[src/rtl/vending_pkg.sv]
// rtl/vending_pkg.sv - state, coin and change encodings for the vending controller
package vending_pkg;

    localparam logic [1:0] S0        = 2'd0;
    localparam logic [1:0] S5        = 2'd1;
    localparam logic [1:0] S10       = 2'd2;
    localparam logic [1:0] S_ILLEGAL = 2'd3;

    localparam logic [1:0] COIN_NONE = 2'd0;
    localparam logic [1:0] COIN_5    = 2'd1;
    localparam logic [1:0] COIN_10   = 2'd2;
    localparam logic [1:0] COIN_BAD  = 2'd3;

    localparam logic [1:0] CHG_NONE  = 2'd0;
    localparam logic [1:0] CHG_5     = 2'd1;
    localparam logic [1:0] CHG_10    = 2'd2;

endpackage

[src/rtl/vending_machine.sv]
// rtl/vending_machine.sv - 15-unit vending controller with change and idle refund
module vending_machine
    import vending_pkg::*;
(
    input  logic       clk,
    input  logic       rst,
    input  logic [1:0] in,
    output logic [1:0] c_state,
    output logic [1:0] n_state,
    output logic       out,
    output logic [1:0] change
);

    logic [1:0] r_c_state;
    logic       r_out;
    logic [1:0] r_change;

    logic [1:0] w_n_state;
    logic       w_out;
    logic [1:0] w_change;

    // Illegal state 3 falls to the default arm so it recovers even when in=3.
    always_comb begin
        w_n_state = S0;
        w_out     = 1'b0;
        w_change  = CHG_NONE;
        case (r_c_state)
            S0: begin
                case (in)
                    COIN_5:   w_n_state = S5;
                    COIN_10:  w_n_state = S10;
                    COIN_BAD: w_n_state = S0;
                    default:  w_n_state = S0;
                endcase
            end
            S5: begin
                case (in)
                    COIN_NONE: w_change = CHG_5;
                    COIN_5:    w_n_state = S10;
                    COIN_10:   w_out = 1'b1;
                    default:   w_n_state = S5;
                endcase
            end
            S10: begin
                case (in)
                    COIN_NONE: w_change = CHG_10;
                    COIN_5:    w_out = 1'b1;
                    COIN_10: begin
                        w_out    = 1'b1;
                        w_change = CHG_5;
                    end
                    default:   w_n_state = S10;
                endcase
            end
            default: w_n_state = S0;
        endcase
    end

    always_ff @(posedge clk or negedge rst) begin
        if (!rst) begin
            r_c_state <= S0;
            r_out     <= 1'b0;
            r_change  <= CHG_NONE;
        end else begin
            r_c_state <= w_n_state;
            r_out     <= w_out;
            r_change  <= w_change;
        end
    end

    assign c_state = r_c_state;
    assign n_state = w_n_state;
    assign out     = r_out;
    assign change  = r_change;

endmodule

[config.mk]
export PLATFORM = sky130hd
export DESIGN_NAME = vending_machine
export DESIGN_NICKNAME = d
export VERILOG_FILES = /design/src/rtl/vending_pkg.sv /design/src/rtl/vending_machine.sv
export SDC_FILE = /design/constraint.sdc
export NUM_CORES = 1
export LEC_CHECK = 0
export CELL_PAD_IN_SITES_DETAIL_PLACEMENT = 0
export CELL_PAD_IN_SITES_GLOBAL_PLACEMENT = 1
export CORE_AREA = 2 2 39 41
export DETAILED_ROUTE_END_ITERATION = 8
export DIE_AREA = 0 0 41 43
export DONT_BUFFER_PORTS = 1
export PLACE_DENSITY = 0.48
export SLEW_MARGIN = 15
export SYNTH_ARGS = -nofsm -noshare
export SYNTH_HDL_FRONTEND = slang
export SYNTH_SLANG_ARGS = --single-unit
[constraint.sdc]
create_clock -name clk -period 3.1 [get_ports clk]
set_clock_uncertainty 0.1 [all_clocks]
set_input_delay 0.62 -clock clk [delete_from_list [all_inputs] [get_ports clk]]
set_output_delay 0.62 -clock clk [all_outputs]
set_load 0.1 [all_outputs]
**After elaboration in Yosys (flattened, before gate mapping)**

Index checks and enable logic that the tools add are counted.

- Muxes and demuxes: 10
- Reduce and logical (&&, ||, !) cells: 5
- Equality and inequality tests: 4

Operators by type and width:

| operator | number |
|---|---|
| one-hot mux 2 bit (2 select lines) | 4 |
| one-hot mux 2 bit (3 select lines) | 1 |
| equality test 2 x 1 -> 1 bit, second input constant | 2 |
| equality test 2 bit, second input constant | 2 |
| zero test 2 bit | 2 |
| OR reduction 2 bit | 2 |
| two-way mux 1 bit | 3 |
| OR reduction 3 bit | 1 |
| two-way mux 2 bit | 1 |
| one-hot mux 1 bit (2 select lines) | 1 |

- Bits in registers: 5
- Output and inout bits: 7
- Word-level logic and storage cells: 22

**Depth between registers and ports, before layout**

- Depth in word-level cells: 4
- Gate-level depth with buffers: 4
- Gate-level depth less buffers: 4

**Worst setup path after synthesis**

OpenSTA, ideal clock, no wires.

- Kind: flip-flop to output port
- Start point: reg r_c_state[1] (netlist: c_state[1])
- End point: out n_state[1]
- Stages on the path, launching flop included: 4
- Arrival time: 2659 ps
- Setup slack: -279 ps
- Data required time: 2380 ps
- Path through: dfrtp_1 ha_1 a222oi_1 nor2_1

- Longest elaborated chain between the ends: 2
- Elaborated cells between the ends (all ways): 4

RTL lines:

| element | RTL line | source |
|---|---|---|
| start: declaration | vending_machine.sv:14 | `logic [1:0] r_c_state;` |
| start signal: assignment | vending_machine.sv:65 | `r_c_state <= w_n_state;` |
| equality test 2 bit (tied with other cells) | vending_machine.sv:27 | `case (r_c_state)` |
| one-hot mux 2 bit (3 select lines) * | vending_machine.sv:27 |  |
| end: declaration | vending_machine.sv:9 | `output logic [1:0] n_state,` |

Every way passes the cells marked *; elsewhere a longest branch is shown, timed or not.

**Worst setup path in the final report**

- Start point: reg r_c_state[0] (netlist: c_state[0])
- End point: out n_state[1]

The elaborated chain is that of the path after synthesis.

==> qor.txt <==
=================================================================================================
RSZ-0062 raised after global routing                                                        false
Core Util, Final                                                                            29.9%
Cell area after synthesis                                                               338 sq um
WP data required                                                                          2380 ps
Static Leakage                                                                           0.218 nW
DRC violation total after the first TritonRoute iteration                                       9
Length in cells of the worst reg-to-reg path                                                    4
Final total power                                                                        0.261 mW
Mean instance size in the synthesized netlist                                          11.6 sq um
P&R area growth vs syn                                                                      22.6%
Final RePlAce weighted congestion                                                           0.688
Biggest cell delay along the critical path                                                 840 ps
Post-synth net total                                                                           44
Drt wl/cell                                                                               11.7 um
Half-perimeter wire length after detailed placement                                        485 um
Class of the worst hold path                                                         input pin to asynchronous set/reset pin
Total Negative Setup Slacks                                                                  0 ps
Number of failing hold endpoints at the final stage                                             0
Total clock buffers created by CTS                                                              3
Placed Instances                                                                               47
Total power per unit cell area                                                        630 mW/mm^2
Crit end category                                                                      output pin
Library cell contributing the largest single delay on the critical path              sky130_fd_sc_hd__nor2_2
Net count of the finished layout                                                               52
Initial antenna violation count                                                                 0
Final routed DRC violation total                                                                0
Startpoint class of the critical path                                                        flop
Mean number of vias per cell                                                                 4.42
Number of max-cap violations                                                                    0
Sinks on Clock Net                                                                              5
Flop2flop setup slack                                                                     1090 ps
Startpoint of the most critical setup path                                           c_state[0]$_DFF_PN0_
Share of the clock period used by the worst path                                            85.9%
Final setup margin                                                                         438 ps
Gate count of the mapped netlist                                                               29
Number of distinct library cell variants in the gate-level netlist after synthesis              8
CTS tree                                                                                    built
Deepest clock path buffer count                                                                 2
Post-layout minimum cycle time                                                            2660 ps
Number of global-route vias before repair                                                     254
Reg-to-Reg Start                                                                     c_state[0]$_DFF_PN0_
Setup crit end                                                                         n_state[1]
Quantity of I/O buffers inserted on ports                                                       0
Ratio of cells with drive above 1 in the final layout                                       22.2%
Critical path buffers and inverters                                                             1
Peak fanout along the critical path                                                             4
GRT Overall Usage                                                                           8.83%
Data arrival time of the worst path                                                       1940 ps
Largest net degree at the start of global routing                                               6
Cell class contributing the biggest share of worst-path delay                        simple AND/OR/NAND/NOR gates
Area of the placeable core                                                           0.00138 sq mm
Total overflow reported by the global router                                                    0
Total placed instance area                                                              378 sq um
Total number of vias                                                                          230
Setup Viol. Count Final                                                                         0
Upper clock frequency limit                                                             0.376 GHz
Total wire length                                                                          609 um
Antenna Violating Nets Remaining                                                                0
Non-filler instance count after layout                                                         52
Worst path depth                                                                                4
Post-synthesis sequential element count                                                         5
Standard-cell row count                                                                        14
Clock slew seen by the registers of the worst setup and hold paths                          40 ps
Classification of the worst setup path                                               flop to output pin
DRT Pass-1 Iters                                                                                4
Antenna fix cells                                                                               0
Root cell of the clock tree                                                          sky130_fd_sc_hd__clkbuf_4
Worst rel slew slack                                                                        27.1%
Yosys synthesis warning count                                                                   0
Capture point of the worst reg-to-reg path                                           c_state[1]$_DFF_PN0_
Share of the yosys chip area belonging to registers                                         37.0%
Worst Hold Margin                                                                          578 ps
Io pins                                                                                        11
Transition time at the pin with the least slew margin                                     1090 ps
Worst setup timing slack at the placement stage                                            533 ps
Initial Util                                                                                24.4%
Vertical extent of the die                                                                  43 um
Number of post-CTS setup repair buffers                                                         0
Result of the run                                                                    complete, no violations
Floorplan die width                                                                         41 um
First-pass GRT wire length                                                                1030 um
Final cell area excluding filler cells                                                  414 sq um
Worst vdd ir                                                                             0.129 mV
H-tree levels                                                                                   1
Cell chain of the critical path                                                      inv_1 -> ha_1 -> a222oi_1 -> nor2_2
Die Area                                                                             0.00176 sq mm
Later-pin clock latency in the skew report                                                 230 ps
Number of slew-limit violations in the final report                                             0
=================================================================================================
logic make-up (layout without fill, tap and decap cells):
logic type / count (synthesis) / after routing / share of synthesized area, %
adders and majority gates: 11 / 11 / 40.7
AOI/OAI and AO/OA: 4 / 4 / 9.63
DFF: 5 / 5 / 37.0
and+or+nand+nor: 5 / 5 / 8.15
buffers and inverters: 4 / 11 / 4.44
sequential cells by signal (all words and copies together) (netlist names):
signal	count
change	2
out	1
c_state	2
cell usage in the layout, fill, tap and decap left out, drive strengths merged:
master and n:
ha 11, a22oi 3, nor2b 2, dlygate4sd3 1, buf 2, a222oi 1, inv 4, and3 1
clkbuf 4, dfrtp 5, nor2 2
worst min path at each step:
stage	startpoint	endpoint	slack [ps]	cells after the start
finish	rst	c_state[0]$_DFF_PN0_	580	1
global route	rst	change[0]$_DFF_PN0_	590	1
CTS	rst	c_state[1]$_DFF_PN0_	580	1
detailed placement	rst	change[0]$_DFF_PN0_	220	0
global placement	rst	change[0]$_DFF_PN0_	220	0
floorplan	rst	c_state[0]$_DFF_PN0_	220	0
Yosys cell counts:
master                     instances  area share (%)
sky130_fd_sc_hd__ha_1             11              41
sky130_fd_sc_hd__dfrtp_1           5              37
sky130_fd_sc_hd__inv_1             4             4.4
sky130_fd_sc_hd__a22oi_1           3             6.7
sky130_fd_sc_hd__nor2_1            2             2.2
sky130_fd_sc_hd__nor2b_1           2             3.7
sky130_fd_sc_hd__a222oi_1          1             3.0
sky130_fd_sc_hd__and3_2            1             2.2
final cells by class:
cell class | instances | area [sq um]
Timing Repair Buffer | 3 | 25.0
Clock buffer | 4 | 26.3
Fill cell | 144 | 970
Inverter | 4 | 15.0
Tap cell | 16 | 20.0
Sequential cell | 5 | 125
Multi-Input combinational cell | 20 | 203
power by group:
part | switching (mW) | leakage, nW | internal, mW
clock | 0.0235 | 0.0150 | 0.0485
sequential | 0.0198 | 0.0679 | 0.0709
combinational | 0.0773 | 0.135 | 0.0208
total | 0.121 | 0.218 | 0.140
layer usage:
metal | part of all wire, % | track usage, %
met5 | 0 | 0
met4 | 0 | 8.00
met3 | 11 | 2.62
met2 | 47 | 11.3
met1 | 42 | 11.2
timing repair:
item / CTS / global route
hold buffers: 1 / 0
gates resized for setup: 0 / 0
hold endpoints to repair: 5 / 0
Note: power is estimated with default switching activity, not from simulation.
